File: src/rtl/wide_add_pkg.sv
// Shared definitions for the sequential wide adder/subtractor.
//   SLICE_W : width of one arithmetic slice (the shared 16-bit adder).
//   state_t : control states of wide_add_seq.
package wide_add_pkg;

  localparam int SLICE_W = 16;

  typedef enum logic [1:0] {
    IDLE,
    RUN,
    DONE
  } state_t;

endpackage : wide_add_pkg

File: src/rtl/ahead_adder16.sv
// 16-bit two-level carry-lookahead adder, purely combinational.
// Four 4-bit groups produce group propagate/generate; a second lookahead
// level turns those into group carries, so no carry ripples across groups.
// Ports:
//   a, b  in  16  addends
//   cin   in  1   carry-in
//   sum   out 16  a + b + cin (low 16 bits)
//   cout  out 1   carry out of bit 15
//   pm    out 1   block propagate (all 16 bits propagate)
//   gm    out 1   block generate (carry out independent of cin)
module ahead_adder16 (
  input  logic [15:0] a,
  input  logic [15:0] b,
  input  logic        cin,
  output logic [15:0] sum,
  output logic        cout,
  output logic        pm,
  output logic        gm
);

  logic [15:0] p;
  logic [15:0] g;
  logic [15:0] c;
  logic [3:0]  gp;
  logic [3:0]  gg;
  logic [3:0]  gc;

  // NOTE: every variable is assigned on every pass through this block, so
  // no storage (latch) is implied; sequential code elsewhere uses <= only.
  always_comb begin
    p = a ^ b;
    g = a & b;

    for (int i = 0; i < 4; i++) begin
      gp[i] = &p[4*i +: 4];
      gg[i] = g[4*i+3]
            | (p[4*i+3] & g[4*i+2])
            | (p[4*i+3] & p[4*i+2] & g[4*i+1])
            | (p[4*i+3] & p[4*i+2] & p[4*i+1] & g[4*i]);
    end

    // Second-level lookahead: carry into each group straight from cin.
    gc[0] = cin;
    gc[1] = gg[0] | (gp[0] & cin);
    gc[2] = gg[1] | (gp[1] & gg[0]) | (gp[1] & gp[0] & cin);
    gc[3] = gg[2] | (gp[2] & gg[1]) | (gp[2] & gp[1] & gg[0])
          | (gp[2] & gp[1] & gp[0] & cin);

    gm   = gg[3] | (gp[3] & gg[2]) | (gp[3] & gp[2] & gg[1])
         | (gp[3] & gp[2] & gp[1] & gg[0]);
    pm   = &gp;
    cout = gm | (pm & cin);

    // Bit carries inside each group, expanded from that group's carry-in.
    for (int i = 0; i < 4; i++) begin
      c[4*i]   = gc[i];
      c[4*i+1] = g[4*i] | (p[4*i] & gc[i]);
      c[4*i+2] = g[4*i+1] | (p[4*i+1] & g[4*i]) | (p[4*i+1] & p[4*i] & gc[i]);
      c[4*i+3] = g[4*i+2] | (p[4*i+2] & g[4*i+1])
               | (p[4*i+2] & p[4*i+1] & g[4*i])
               | (p[4*i+2] & p[4*i+1] & p[4*i] & gc[i]);
    end

    sum = p ^ c;
  end

endmodule : ahead_adder16

File: src/rtl/wide_add_seq.sv
// Multi-cycle WORDS x 16-bit adder/subtractor built around one shared
// 16-bit lookahead slice. One slice is computed per cycle, LSB first, with
// the slice carry chained through a register.
// Ports:
//   clk, rst_n          clock, asynchronous active-low reset
//   in_valid/in_ready   operand handshake (in_ready = idle)
//   in_a, in_b          16*WORDS-bit operands
//   in_sub              1: A-B, 0: A+B+in_cin
//   in_cin              carry-in for add, ignored for subtract
//   out_valid/out_ready result handshake
//   out_sum             16*WORDS-bit result (valid only with out_valid)
//   out_cout            carry out of the MSB slice (subtract: 1 = no borrow)
//   out_ovf             two's-complement signed overflow
//   busy                operation in progress
module wide_add_seq
  import wide_add_pkg::*;
#(
  parameter int WORDS = 4
) (
  input  logic                     clk,
  input  logic                     rst_n,
  input  logic                     in_valid,
  output logic                     in_ready,
  input  logic [SLICE_W*WORDS-1:0] in_a,
  input  logic [SLICE_W*WORDS-1:0] in_b,
  input  logic                     in_sub,
  input  logic                     in_cin,
  output logic                     out_valid,
  input  logic                     out_ready,
  output logic [SLICE_W*WORDS-1:0] out_sum,
  output logic                     out_cout,
  output logic                     out_ovf,
  output logic                     busy
);

  localparam int                CNT_W = $clog2(WORDS);
  localparam logic [CNT_W-1:0]  LAST  = CNT_W'(WORDS - 1);

  state_t state_q;
  state_t state_d;

  logic [CNT_W-1:0]                cnt_q;
  logic                            carry_q;
  logic [WORDS-1:0][SLICE_W-1:0]   a_q;
  logic [WORDS-1:0][SLICE_W-1:0]   b_q;     // already inverted for subtract
  logic [WORDS-1:0][SLICE_W-1:0]   sum_q;
  logic                            cout_q;
  logic                            ovf_q;
  logic                            valid_q;

  logic [SLICE_W-1:0] slice_a;
  logic [SLICE_W-1:0] slice_b;
  logic [SLICE_W-1:0] slice_sum;
  logic               slice_cout;
  logic               unused_pm;
  logic               unused_gm;
  logic               last_slice;

  assign slice_a    = a_q[cnt_q];
  assign slice_b    = b_q[cnt_q];
  assign last_slice = (cnt_q == LAST);

  ahead_adder16 u_slice (
    .a    (slice_a),
    .b    (slice_b),
    .cin  (carry_q),
    .sum  (slice_sum),
    .cout (slice_cout),
    .pm   (unused_pm),
    .gm   (unused_gm)
  );

  // State register.
  always_ff @(posedge clk or negedge rst_n) begin
    if (!rst_n) state_q <= IDLE;
    else        state_q <= state_d;
  end

  // Next state and handshake outputs.
  always_comb begin
    state_d  = state_q;
    in_ready = 1'b0;
    busy     = 1'b0;
    unique case (state_q)
      IDLE: begin
        in_ready = 1'b1;
        if (in_valid) state_d = RUN;
      end
      RUN: begin
        busy = 1'b1;
        if (last_slice) state_d = DONE;
      end
      DONE: begin
        busy = 1'b1;
        if (out_ready) state_d = IDLE;
      end
      default: state_d = IDLE;
    endcase
  end

  // Datapath registers.
  // NOTE: the operand and result registers are plain flops, not a RAM, so
  // they take the asynchronous reset like all other state; a reset mid-op
  // clears the partially written result as well.
  always_ff @(posedge clk or negedge rst_n) begin
    if (!rst_n) begin
      cnt_q   <= '0;
      carry_q <= 1'b0;
      a_q     <= '0;
      b_q     <= '0;
      sum_q   <= '0;
      cout_q  <= 1'b0;
      ovf_q   <= 1'b0;
      valid_q <= 1'b0;
    end else begin
      unique case (state_q)
        IDLE: begin
          if (in_valid) begin
            a_q     <= in_a;
            // Subtract is A + ~B + 1: invert B once here, seed carry with 1.
            b_q     <= in_sub ? ~in_b : in_b;
            carry_q <= in_sub ? 1'b1 : in_cin;
            cnt_q   <= '0;
          end
        end
        RUN: begin
          sum_q[cnt_q] <= slice_sum;
          carry_q      <= slice_cout;
          cnt_q        <= cnt_q + 1'b1;
          if (last_slice) begin
            cout_q  <= slice_cout;
            // Overflow: operands share a sign and the result sign differs.
            ovf_q   <= (slice_a[SLICE_W-1] == slice_b[SLICE_W-1]) &&
                       (slice_sum[SLICE_W-1] != slice_a[SLICE_W-1]);
            valid_q <= 1'b1;
          end
        end
        DONE: begin
          if (out_ready) valid_q <= 1'b0;
        end
        default: valid_q <= 1'b0;
      endcase
    end
  end

  assign out_valid = valid_q;
  assign out_sum   = sum_q;
  assign out_cout  = cout_q;
  assign out_ovf   = ovf_q;

endmodule : wide_add_seq

File: config.mk
export PLATFORM = sky130hd
export DESIGN_NAME = wide_add_seq
export DESIGN_NICKNAME = d
export VERILOG_FILES = /design/src/rtl/wide_add_pkg.sv /design/src/rtl/ahead_adder16.sv /design/src/rtl/wide_add_seq.sv
export SDC_FILE = /design/constraint.sdc
export NUM_CORES = 1
export LEC_CHECK = 0
export ABC_AREA = 1
export BUFFER_PORTS_ARGS = -buffer_cell sky130_fd_sc_hd__buf_2
export CAP_MARGIN = 5
export CORE_MARGIN = 2
export CORE_UTILIZATION = 50
export DETAILED_ROUTE_END_ITERATION = 7
export PLACE_DENSITY = 0.89
export SLEW_MARGIN = 10
export SYNTH_ARGS = -nofsm -noshare
export SYNTH_HDL_FRONTEND = slang
export SYNTH_SLANG_ARGS = --single-unit
export TNS_END_PERCENT = 30
File: constraint.sdc
create_clock -name clk -period 2.65 [get_ports clk]
set_clock_uncertainty 0.05 [all_clocks]
set_input_delay 0.3975 -clock clk [delete_from_list [all_inputs] [get_ports clk]]
set_output_delay 0.3975 -clock clk [all_outputs]
set_load 0.1 [all_outputs]
# ---- Word level (Yosys, flattened, before mapping)
# Cells that the tools add are included.
dict set report word_totals {
  register_bits 200
  latchBits 0
  ramBits 0
  mem_bits_ro 0
  input_bits 134
  out_inout_bits 69
  wordCells 188
  mem_count 0
}
dict set report classes {
  add_sub_neg 1
  mul 0
  div 0
  n_lt_le_gt_ge 2
  n_eq_ne 8
  shifts 0
  mux 22
  n_bitwise 122
  reduce_logical 15
}
# op n
set ops {}
lappend ops {{$and A1 B1 Y1} 71}
lappend ops {{$bmux W16 S2} 2}
lappend ops {{$bwmux W64} 1}
lappend ops {{$mux W64} 1}
lappend ops {{$not A64 Y64} 1}
lappend ops {{$mux W16} 3}
lappend ops {{$or A1 B1 Y1} 46}
lappend ops {{$demux W16 S2} 1}
lappend ops {{$xor A16 B16 Y16} 2}
lappend ops {{$and A16 B16 Y16} 1}
lappend ops {{$reduce_and A16 Y1} 1}
lappend ops {{$reduce_and A4 Y1} 4}
lappend ops {{$mux W2} 4}
lappend ops {{$mux W1} 6}
lappend ops {{$ne A2 B2 Y1 const B} 3}
lappend ops {{$pmux W2 S3} 1}
lappend ops {{$reduce_and A2 Y1} 3}
lappend ops {{$reduce_and A3 Y1} 2}
lappend ops {{$eq A2 B2 Y1 const B} 2}
lappend ops {{$pmux W2 S2} 1}
lappend ops {{$lt A2 B3 Y1 const B} 1}
lappend ops {{$pmux W1 S3} 1}
lappend ops {{$add A2 B1 Y2 const B} 1}
lappend ops {{$eq A2 B1 Y1 const B} 1}
lappend ops {{other kinds (9)} 10}

# ---- Longest topological paths before layout
# Gate-level depths: netlist (run 1).
dict set report logic_depth {
  depth_word 16
  mapped_depth 19
  ltp_nobuf 16
}

# ---- By module
# From an unflattened synthesis (run 1), not the netlist that was laid out.
dict set report unflattened {
  cells_unflattened 1017
  area_unflattened_um2 10147.2
}
# module n_inst cells_each area_each_um2 seq_area_each_um2
set modules_own_cells {}
lappend modules_own_cells {wide_add_seq 1 879 9265.1 5004.8}
lappend modules_own_cells {ahead_adder16 1 138 882.1 0.0}

# ---- Worst setup path before layout (run 1)
# OpenSTA, ideal clock, no wires.
dict set report synth_timing {
  kind {reg2reg}
  startpoint {reg cnt_q[0]}
  endpoint {reg sum_q (netlist bit out_sum[45])}
  setup_ps 131
  arrival_ps 2713
  required_ps 2469
  setup_slack_ps -244
  stages_incl_launch_ff 16
  path_buffers 3
  period_less_slack_ps 2894
  cell_sequence {dfrtp_1 buf_2 inv_1 buf_4 clkbuf_1 o21ai_0 o22ai_1 ha_1 nand2_1 nor2_2 and2_1 nand2_1 nand2_2 fa_1 xnor2_1 o21ai_0}
}
dict set report synth_between {
  elab_chain_len 15
  word_cells_on_any_way 50
  cone_classes {order compare: 2; mux: 7; bitwise: 37; reduce/logical: 4}
}
# item line
set synth_lines {}
lappend synth_lines {{start: declaration} wide_add_seq.sv:42} ;# logic [CNT_W-1:0] cnt_q;
lappend synth_lines {{start signal: assignment} wide_add_seq.sv:129} ;# cnt_q <= cnt_q + 1'b1;
lappend synth_lines {{$bmux W16 S2, on equally long branches} {wide_add_seq.sv:59, wide_add_seq.sv:60}}
lappend synth_lines {{$mux W16, on equally long branches} {wide_add_seq.sv:59, wide_add_seq.sv:60}}
lappend synth_lines {{$xor A16 B16 Y16 or $and A16 B16 Y16 (tied branches)} {ahead_adder16.sv:31, ahead_adder16.sv:32}}
lappend synth_lines {{$and A1 B1 Y1, on equally long branches} {ahead_adder16.sv:37, ahead_adder16.sv:38, ahead_adder16.sv:39}}
lappend synth_lines {{$or A1 B1 Y1 (tied with other cells)} ahead_adder16.sv:37} ;# | (p[4*i+3] & g[4*i+2])
lappend synth_lines {{$or A1 B1 Y1 or $and A1 B1 Y1 (tied branches)} {ahead_adder16.sv:38, ahead_adder16.sv:39}}
lappend synth_lines {{$or A1 B1 Y1} ahead_adder16.sv:39} ;# | (p[4*i+3] & p[4*i+2] & p[4*i+1] & g[4*i]);
lappend synth_lines {{$and A1 B1 Y1} ahead_adder16.sv:46} ;# gc[3] = gg[2] | (gp[2] & gg[1]) | (gp[2] & gp[1] & gg[0])
lappend synth_lines {{$or A1 B1 Y1 (2 in series)} ahead_adder16.sv:46}
lappend synth_lines {{$or A1 B1 Y1} ahead_adder16.sv:47} ;# | (gp[2] & gp[1] & gp[0] & cin);
lappend synth_lines {{$and A1 B1 Y1} ahead_adder16.sv:57} ;# c[4*i+1] = g[4*i] | (p[4*i] & gc[i]);
lappend synth_lines {{$or A1 B1 Y1} ahead_adder16.sv:57}
lappend synth_lines {{$xor A16 B16 Y16} ahead_adder16.sv:64} ;# sum = p ^ c;
lappend synth_lines {{$bwmux W64 (*)} wide_add_seq.sv:127} ;# sum_q[cnt_q] <= slice_sum;
lappend synth_lines {{end signal: indexed assignment} wide_add_seq.sv:127}
lappend synth_lines {{end: declaration} wide_add_seq.sv:46} ;# logic [WORDS-1:0][SLICE_W-1:0] sum_q;
# Every way passes the cells marked *; elsewhere a longest branch is shown, timed or not. The select of a mux whose other input is x is not followed.
# A chain may end at the register's enable or synchronous reset.

# ---- Worst setup path in the final report (run 1)
dict set report layout_timing {
  startpoint {reg cnt_q[1]}
  endpoint {reg sum_q (netlist bit out_sum[12])}
}
dict set report layout_between {
  elab_chain_len 13
  word_cells_on_any_way 48
  cone_classes {order compare: 2; mux: 7; bitwise: 35; reduce/logical: 4}
}
# item line
set layout_lines {}
lappend layout_lines {{$bmux W16 S2, on equally long branches} {wide_add_seq.sv:59, wide_add_seq.sv:60}}
lappend layout_lines {{$mux W16, on equally long branches} {wide_add_seq.sv:59, wide_add_seq.sv:60}}
lappend layout_lines {{$xor A16 B16 Y16 or $and A16 B16 Y16 (tied branches)} {ahead_adder16.sv:31, ahead_adder16.sv:32}}
lappend layout_lines {{$and A1 B1 Y1, on equally long branches} {ahead_adder16.sv:37, ahead_adder16.sv:38, ahead_adder16.sv:39}}
lappend layout_lines {{$or A1 B1 Y1 (tied with other cells)} ahead_adder16.sv:37}
lappend layout_lines {{$or A1 B1 Y1 or $and A1 B1 Y1 (tied branches)} {ahead_adder16.sv:38, ahead_adder16.sv:39}}
lappend layout_lines {{$or A1 B1 Y1} ahead_adder16.sv:39}
lappend layout_lines {{$and A1 B1 Y1} ahead_adder16.sv:46}
lappend layout_lines {{$or A1 B1 Y1 (2 in series)} ahead_adder16.sv:46}
lappend layout_lines {{$or A1 B1 Y1} ahead_adder16.sv:47}
lappend layout_lines {{$xor A16 B16 Y16 (*)} ahead_adder16.sv:64}
lappend layout_lines {{via slice_sum[12]} wide_add_seq.sv:53} ;# logic [SLICE_W-1:0] slice_sum;
lappend layout_lines {{$bwmux W64 (*)} wide_add_seq.sv:127}
# The timed path passes the listed nets; every way through them passes the cells marked *. The select of a mux whose other input is x is not followed.

==> metrics, run 1 <==
run status finished, violations left; violations in the final reports setup timing; number of hold violations in the final report 0; period utilization 109%; Die Outline Area 0.0204 mm^2; CP top delay family adder cells; post-detailed-route wirelength per cell 20.0 um; Initial Utilization 51.2%; startpoint of the most critical hold path in_a[27]; number of filler cells placed in the layout 1263; largest fanout on the critical path 21; slowest CP cell sky130_fd_sc_hd__fa_2; first drt pass iteration count 5; netlist area before placement 0.00962 mm^2; hpwl dp 19000 um; Critical Path Max Stage Delay 0.57 ns; Root Buffer Master sky130_fd_sc_hd__clkbuf_16; final net count 1412; TritonCTS buffer count 17; final WL 29900 um; fmax 348 MHz; global placement routability congestion 0.866; via/cell ratio 5.84; area share of the largest cell type after synthesis 52.0%; area of the core 0.0188 mm^2; dominant cell type by count on the critical path sky130_fd_sc_hd__nand2_2; TritonCTS clock tree yes; pin count of the biggest net entering global routing 79; gate count of the mapped netlist 1000; setup-violating endpoint count in the final report 37; antenna violations before repair 1; beginning of the worst register-to-register path cnt_q[1]; Setup Crit Path Kind reg -> reg; worst reg2reg path depth 13; Worst-Skew Late Latency 0.45 ns; worst slack after detailed placement -0.0873 ns; Mean Syn Cell Area 9.62 um^2; share of final-layout standard cells stronger than drive strength 1 38.9%; class of the tightest hold or removal check in -> reg; post-layout util 67.7%; Clock Tree Buf Depth 2; number of cells on the critical path 13; cell accounting for the most synthesized area sky130_fd_sc_hd__dfrtp_1; total buffers and inverters traversed by the critical path 3; layout-stage area growth over the synthesis result 32.1%; unique cell type count in the Yosys netlist 34; post-synthesis register bit count 200; number of global-route vias before repair 7836; required time at the worst-slack endpoint 2.97 ns; Warnings, synthesis 0; worst path cell trace buf_4 -> o21ai_0 -> o22ai_2 -> ha_4 -> nand2_2 -> inv_1 -> nand2_1 -> nand2_2 -> a21oi_2 -> nand2_2 -> fa_2 -> inv_4 -> o21ai_1; net count after synthesis 1161; IO Port Bufs 202; hold-critical path depth 2; clock sink count 200; Least-Margin Pin Slew 0.858 ns; sequential cell area fraction in the yosys report 52.0%; maximum level of the CTS H-tree 4; CTS clk-pin slew, worst paths 0.08 ns; die height 143 um; I/O pin cnt 203; Data arrival, critical path 3.20 ns; Final Slew Violations 0; max-cap check violation count 0; Iteration-0 DRC Markers 1034; remaining routing DRC violations 0; Vias 8764; Max-slew headroom 42.2%; first-pass GRT wire length 40100 um; ANT nets after route 0; fin worst setup slack -0.226 ns; shortest period the worst path allows 2.88 ns; Horiz. Die Dim 143 um; Setup crit start cnt_q[1]; launching element type of the critical path register; capturing element type of the critical path register; RSZ-0062 raised after global routing yes; total global-route track usage 25.4%; leftover overflow at the end of global routing 0; Area contributors post-synth sky130_fd_sc_hd__dfrtp_1 (52%), sky130_fd_sc_hd__o21ai_0 (8.7%), sky130_fd_sc_hd__nand2_1 (8.1%); total number of placement rows 50
==> final timing paths <==
| check | to | slack, ns |
|---|---|---|
| worst max register to register | out_sum[12] | -0.23 |
| worst max-delay path | out_sum[12] | -0.23 |
| max in group asynchronous | out_ovf | 1.41 |
| worst min-delay path | a_q[27] | 0.13 |
| min in group asynchronous | out_sum[42] | 0.43 |
| worst min register to register | out_sum[50] | 0.43 |
==> registers in the layout, indices dropped and copies added, names as in the netlist <==
signal and cells:
out_ovf 1, a_q 64, out_cout 1, b_q 64, out_sum 64, state_q 2, out_valid 1, carry_q 1
cnt_q 2
==> timing repair <==
item | CTS | global route
gates cloned | 0 | 12
endpoints found under the setup margin | 21 | 47
pin swaps | 2 | 37
hold buffers | 1 | 0
hold endpoints to repair | 57 | 0
setup buffers | 1 | 13
resized for setup | 16 | 140
==> cells by family after synthesis <==
kind of cell	synth area share (%)
AO/OA/AOI/OAI	12.0
buffers and inverters	4.44
adder cells (fa/ha/maj)	3.83
AND/OR/NAND/NOR	13.9
XOR/XNOR	6.28
multiplexers	7.49
flip-flops	52.0
==> cells in the mapped netlist <==
cell type and n:
sky130_fd_sc_hd__a21o_1 1, sky130_fd_sc_hd__a21oi_1 13, sky130_fd_sc_hd__a221oi_1 1, sky130_fd_sc_hd__a31oi_1 2
sky130_fd_sc_hd__a32oi_1 3, sky130_fd_sc_hd__and2_1 2, sky130_fd_sc_hd__and3_1 1, sky130_fd_sc_hd__buf_2 20
sky130_fd_sc_hd__buf_4 8, sky130_fd_sc_hd__buf_6 2, sky130_fd_sc_hd__clkbuf_1 28, sky130_fd_sc_hd__clkinv_1 1
sky130_fd_sc_hd__dfrtp_1 200, sky130_fd_sc_hd__fa_1 4, sky130_fd_sc_hd__ha_1 23, sky130_fd_sc_hd__inv_1 36
sky130_fd_sc_hd__mux2_2 64, sky130_fd_sc_hd__nand2_1 207, sky130_fd_sc_hd__nand2_2 9, sky130_fd_sc_hd__nand2_4 1
sky130_fd_sc_hd__nand3_1 34, sky130_fd_sc_hd__nand3_2 2, sky130_fd_sc_hd__nand3b_1 1, sky130_fd_sc_hd__nand4_1 1
sky130_fd_sc_hd__nor2_1 63, sky130_fd_sc_hd__nor2_2 2, sky130_fd_sc_hd__nor3_1 1, sky130_fd_sc_hd__o21ai_0 167
sky130_fd_sc_hd__o21bai_1 2, sky130_fd_sc_hd__o22ai_1 30, sky130_fd_sc_hd__or2_0 1, sky130_fd_sc_hd__or2_2 1
sky130_fd_sc_hd__xnor2_1 67, sky130_fd_sc_hd__xor2_1 2
==> per-stage QoR <==
stage / setup TNS (ns) / hold WS (ns) / area [um^2] / cells
6_report: -4.63 / 0.132 / 12700 / 1500
5_1_grt: -8.93 / 0.125 / 12700 / 1499
4_1_cts: -0.673 / 0.123 / 11900 / 1474
3_5_place_dp: -1.01 / 0.357 / 11300 / 1440
3_3_place_gp: -0.00529 / 0.354 / 11300 / 1440
2_1_floorplan: -0.251 / 0.0519 / 9700 / 1000
==> placed cells by master (no fill, tap or decap), drive strengths merged, types with 2 or more instances in the layout <==
cell and count:
a21oi 13, a31oi 2, a32oi 3, and2 2
buf 281, bufinv 2, clkbuf 25, clkinv 6
dfrtp 200, diode 2, fa 4, ha 23
inv 43, mux2 64, nand2 217, nand3 36
nor2 65, o21ai 167, o21bai 2, o22ai 30
or2 2, xnor2 67, xor2 2
==> cell type report <==
cell class,instances,area [um^2],share of cell area [%]
clock inverter,14,185,1.46
clock buffer,18,429,3.38
antenna,2,5.00,0.0394
timing repair inverter,1,16.3,0.128
inverter,37,154,1.21
sequential,200,5010,39.4
timing repair buffer,289,1930,15.2
multi-input combinational,705,4680,36.9
tap,234,293,2.30
==> layer usage <==
layer	vias to the layer above	GRT usage (%)	share of wire [%]
li1	3856	-	-
met1	4190	34.7	40
met2	601	40.1	46
met3	117	4.86	8.9
met4	0	10.1	4.5
met5	-	0	0
Power of run 1 is left out: the tool's default activity adds up to more than one toggle a clock period on the data nets, which glitch-free logic cannot reach.
==> run 2: changes to the inputs <==
--- a/config.mk
+++ b/config.mk
@@ -8,7 +8,6 @@
 export ABC_AREA = 1
 export BUFFER_PORTS_ARGS = -buffer_cell sky130_fd_sc_hd__buf_2
 export CAP_MARGIN = 5
-export CORE_MARGIN = 2
 export CORE_UTILIZATION = 50
 export DETAILED_ROUTE_END_ITERATION = 7
 export PLACE_DENSITY = 0.89
==> constraint.sdc (replaced) <==
create_clock -name clk -period 2.65 [get_ports clk]
set_clock_uncertainty 0.05 [all_clocks]
set_input_delay 0.3975 -clock clk [delete_from_list [all_inputs] [get_ports clk]]
set_output_delay 0.3975 -clock clk [all_outputs]
set_load 0.05 [all_outputs]
==> run 2 against run 1 <==
Against the previous run: the run still ends with setup timing left; sequential share of layout area up 1.1 points; count of clock-buffer cells in the layout down 1; die area down 2.8%; cell area fell by 2.8%; non-clock buffer count down 22; final cell count fell by 1.7%; via count down 5.1%; critical path type unchanged; critical endpoint is now out_sum[45].
==> metrics, run 2 (synthesis results as in run 1) <==
Setup Crit Path Kind reg -> reg; number of antenna cells inserted 0; slowest CP cell sky130_fd_sc_hd__dfrtp_2; post-detailed-route wirelength per cell 18.2 um; leftover overflow at the end of global routing 0; Horiz. Die Dim 141 um; ANT nets after route 0; TritonCTS clock tree yes; I/O pin cnt 203; violations in the final reports setup timing; Final Slew Violations 0; Least-Margin Pin Slew 0.645 ns; capturing element type of the critical path register; fin worst setup slack -0.241 ns; pin count of the biggest net entering global routing 126; Max-slew headroom 56.5%; RSZ-0062 raised after global routing yes; footprint of the multi-input gates 0.00464 mm^2; Initial Utilization 51.2%; global placement routability congestion 0.869; first drt pass iteration count 7; Root Buffer Master sky130_fd_sc_hd__clkbuf_16; setup-violating endpoint count in the final report 23; class of the tightest hold or removal check in -> reg; last element of the critical path out_sum[45]; Worst-Skew Late Latency 0.45 ns; hold-critical path depth 2; fmax 346 MHz; worst slack after detailed placement -0.121 ns; CTS clk-pin slew, worst paths 0.08 ns; remaining routing DRC violations 0; required time at the worst-slack endpoint 2.91 ns; hpwl dp 18000 um; worst path cell trace buf_12 -> o21ai_0 -> o22ai_2 -> ha_4 -> nand2_1 -> nand2_1 -> nand2_1 -> nand2_2 -> a21oi_2 -> nand2_2 -> fa_2 -> xnor2_4 -> o21ai_1; layout-stage area growth over the synthesis result 28.4%; dominant cell type by count on the critical path sky130_fd_sc_hd__nand2_1; number of global-route vias before repair 7829; leading cell type in the layout, fill and taps excluded sky130_fd_sc_hd__buf_2; final WL 26900 um; sequential cell area 0.00501 mm^2; IO Port Bufs 202; via/cell ratio 5.64; run status finished, violations left; capture point of the worst reg-to-reg path out_sum[45]; TritonCTS buffer count 17; beginning of the worst register-to-register path cnt_q[0]; max-cap check violation count 0; Die Outline Area 0.0198 mm^2; area of the core 0.0188 mm^2; die height 141 um; Clock Tree Buf Depth 2; Critical Path Max Stage Delay 0.47 ns; worst reg2reg path depth 13; largest fanout on the critical path 36; number of hold violations in the final report 0; total global-route track usage 26.5%; period utilization 109%; Vias 8318; leading cell types in the layout, fill and taps excluded sky130_fd_sc_hd__buf_2 (200), sky130_fd_sc_hd__dfrtp_1 (199), sky130_fd_sc_hd__nand2_1 (195); total number of placement rows 50; register-to-register path setup slack -0.24 ns; final net count 1389; shortest period the worst path allows 2.89 ns; number of filler cells placed in the layout 1313; first-pass GRT wire length 40400 um; share of final-layout standard cells stronger than drive strength 1 37.0%; clock sink count 200; Iteration-0 DRC Markers 723; antenna violations before repair 2; maximum level of the CTS H-tree 4; launching element type of the critical path register; Data arrival, critical path 3.15 ns; Setup crit start cnt_q[0]
## run 2: cell type report
type | count | area share [%]
Clock buffer | 17 | 3.45
Tap cell | 234 | 2.37
Timing Repair Buffer | 267 | 13.7
Clock inverter | 14 | 1.11
Inverter | 37 | 1.17
Sequential cell | 200 | 40.5
Multi-Input combinational cell | 705 | 37.6
## run 2: worst min path at each step
stage,from,to,slack [ns]
after floorplan,rst_n,a_q[0],0.05
after global placement,rst_n,out_sum[42],0.34
after detailed placement,rst_n,out_sum[42],0.34
after CTS,in_a[27],a_q[27],0.12
after global routing,in_a[27],a_q[27],0.12
final,in_a[27],a_q[27],0.13
## run 2: stage by stage
stage / std cells / util, % / setup TNS [ns] / cell area (um^2) / hold WS [ns]
finish: 1474 / 65.8 / -2.56 / 12300 / 0.128
CTS: 1471 / 63.9 / -0.558 / 12000 / 0.116
global placement: 1434 / 59.9 / -0.359 / 11200 / 0.338
floorplan: 1000 / - / -0.249 / 9700 / 0.0519
global route: 1474 / 65.8 / -6.92 / 12300 / 0.121
detailed placement: 1434 / 59.9 / -1.78 / 11200 / 0.336
## run 2: per-layer routing
layer,vias to the layer above,share of wire (%),global-route usage (%)
met5,-,0.048,0
met4,2,3.8,10.1
met3,86,7.7,5.37
met2,478,47,42.0
met1,3953,42,35.9
li1,3799,-,-
## run 2: timing repair
action | CTS | global route
endpoints found under the setup margin | 25 | 45
setup buffers | 4 | 3
cloned | 2 | 0
gates resized for setup | 39 | 82
hold buffers | 1 | 0
pin swaps | 19 | 21
endpoints found under the hold margin | 48 | 0
## run 2: critical path, delay by kind of cell, from the launching register on
kind,cells,cell delay [ns]
AO/OA/AOI/OAI,4,0.70
flip-flops,1,0.47
buffers and inverters,1,0.19
adder cells (fa/ha/maj),2,0.70
AND/OR/NAND/NOR,5,0.41
XOR/XNOR,1,0.21
Power of run 2 is left out for the same reason.
==> run 3: changes to the inputs <==
--- a/config.mk
+++ b/config.mk
@@ -10,7 +10,7 @@
 export CAP_MARGIN = 5
 export CORE_UTILIZATION = 50
 export DETAILED_ROUTE_END_ITERATION = 7
-export PLACE_DENSITY = 0.89
+export PLACE_DENSITY_LB_ADDON = 0.08
 export SLEW_MARGIN = 10
 export SYNTH_ARGS = -nofsm -noshare
 export SYNTH_HDL_FRONTEND = slang
==> run 3 against run 2 <==
Against the previous run: the flow still finishes with violations (setup timing); setup slack better by 0.16 ns; core utilization rose by 1.2 points; critical endpoint is now out_sum[29]; sequential share of layout area is 0.75 points lower; critical path type unchanged; non-clock buffer count up 25; die area did not move; register-to-register slack better by 0.16 ns.
==> metrics, run 3 (synthesis results as in run 1) <==
worst hold slack 0.134 ns; max-cap check violation count 0; global placement routability congestion 0.820; I/O pin cnt 203; Horiz. Die Dim 141 um; share of final-layout standard cells stronger than drive strength 1 37.0%; setup-violating endpoint count in the final report 22; shortest period the worst path allows 2.74 ns; final net count 1414; CP top delay family adder cells; Worst-Skew Late Latency 0.44 ns; launching element type of the critical path register; number of cells on the critical path 14; Final Slew Violations 0; CTS clk-pin slew, worst paths 0.07 ns; class of the tightest hold or removal check in -> reg; number of antenna cells inserted 0; post-detailed-route wirelength per cell 16.4 um; Die Outline Area 0.0198 mm^2; hpwl dp 17500 um; total number of placement rows 50; fmax 366 MHz; ANT nets after route 0; run status finished, violations left; layout-stage area growth over the synthesis result 30.8%; fin worst setup slack -0.0856 ns; first drt pass iteration count 7; largest fanout on the critical path 8; IO Port Bufs 202; Iteration-0 DRC Markers 537; Setup Crit Path Kind reg -> reg; TritonCTS clock tree yes; hold-critical path depth 2; leftover overflow at the end of global routing 0; area of the core 0.0188 mm^2; Least-Margin Pin Slew 0.618 ns; Vias 7887; Data arrival, critical path 3.00 ns; die height 141 um; number of hold violations in the final report 0; clock sink count 200; Root Buffer Master sky130_fd_sc_hd__clkbuf_16; Initial Utilization 51.2%; RSZ-0062 raised after global routing yes; Clock Tree Buf Depth 2; violations in the final reports setup timing; via/cell ratio 5.27; slowest CP cell sky130_fd_sc_hd__dfrtp_2; capturing element type of the critical path register; setup total negative slack -0.826 ns; pin count of the biggest net entering global routing 139; leading cell type in the layout, fill and taps excluded sky130_fd_sc_hd__buf_2; worst reg2reg path depth 14; number of global-route vias before repair 7393; period utilization 103%; leading cell types in the layout, fill and taps excluded sky130_fd_sc_hd__buf_2 (200), sky130_fd_sc_hd__dfrtp_1 (199), sky130_fd_sc_hd__nand2_1 (197); Critical Path Max Stage Delay 0.46 ns; required time at the worst-slack endpoint 2.91 ns; remaining routing DRC violations 0; total buffers and inverters traversed by the critical path 3; antenna violations before repair 0; maximum level of the CTS H-tree 4; TritonCTS buffer count 17; first-pass GRT wire length 38500 um; final WL 24600 um; worst path cell trace inv_8 -> buf_16 -> o21ai_0 -> o22ai_2 -> ha_1 -> nand2_2 -> inv_1 -> nand2_1 -> nand2_2 -> a21oi_2 -> nand2_2 -> fa_2 -> xnor2_4 -> o21ai_1; dominant cell type by count on the critical path sky130_fd_sc_hd__nand2_2; Max-slew headroom 58.4%; total global-route track usage 25.2%
[run 3: cell types whose count changed in the layout (fill, tap and decap cells not counted), sizes merged]
| cell | delta |
|---|---|
| buf | +24 |
| clkbuf | +3 |
| clkinv | -3 |
| inv | -5 |
| bufinv | +5 |
[run 3: routing by layer]
metal / track usage (%) / vias to the layer above / wire length (um)
met1: 35.5 / 3781 / 11400
met5: 0 / - / 0
met3: 3.77 / 21 / 1100
met4: 8.07 / 0 / 380
li1: - / 3840 / -
met2: 40.2 / 245 / 11700
[run 3: repair_timing]
| item | 4_1_cts | 5_1_grt |
|---|---|---|
| pin swaps | 20 | 25 |
| hold buffers | 1 | 0 |
| endpoints found under the hold margin | 64 | 0 |
| buffers inserted | 9 | 6 |
| gates cloned | 3 | 1 |
| endpoints found under the setup margin | 20 | 52 |
| resized for setup | 55 | 55 |
[run 3: stage by stage]
stage               utilization (%)  area [um^2]  instances  worst slack [ns]
floorplan                         -         9700       1000           -0.0380
global placement               60.4        11300       1449           -0.0869
detailed placement             60.4        11300       1449            -0.181
CTS                            65.8        12400       1492           -0.0457
global route                   67.0        12600       1498            -0.237
finish                         67.0        12600       1498           -0.0856
[run 3: worst paths after layout]
check,start,to,slack [ns]
worst min register to register,out_sum[7],out_sum[7],0.43
worst max register to register,cnt_q[0],out_sum[29],-0.09
worst max-delay path,cnt_q[0],out_sum[29],-0.09
worst min-delay path,in_a[14],a_q[14],0.13
max in group asynchronous,rst_n,a_q[36],1.38
min in group asynchronous,rst_n,out_sum[17],0.46
[run 3: worst register-to-register path, cell delays in order (launching register included)]
cell                      delay (ns)
sky130_fd_sc_hd__dfrtp_2        0.46
sky130_fd_sc_hd__inv_8          0.10
sky130_fd_sc_hd__buf_16         0.15
sky130_fd_sc_hd__o21ai_0        0.23
sky130_fd_sc_hd__o22ai_2        0.12
sky130_fd_sc_hd__ha_1           0.32
sky130_fd_sc_hd__nand2_2        0.09
sky130_fd_sc_hd__inv_1          0.04
sky130_fd_sc_hd__nand2_1        0.06
sky130_fd_sc_hd__nand2_2        0.06
sky130_fd_sc_hd__a21oi_2        0.13
sky130_fd_sc_hd__nand2_2        0.09
sky130_fd_sc_hd__fa_2           0.40
sky130_fd_sc_hd__xnor2_4        0.21
sky130_fd_sc_hd__o21ai_1        0.09
[run 3: layout make-up]
cell class | instances | area, um^2
Clock inverter | 11 | 195
Clock buffer | 19 | 433
Multi-Input combinational cell | 705 | 4580
Timing Repair Buffer | 292 | 1920
Tap cell | 234 | 293
Sequential cell | 200 | 5010
Inverter | 37 | 150
Fill cell | 1528 | 6190
Power of run 3 is left out for the same reason.
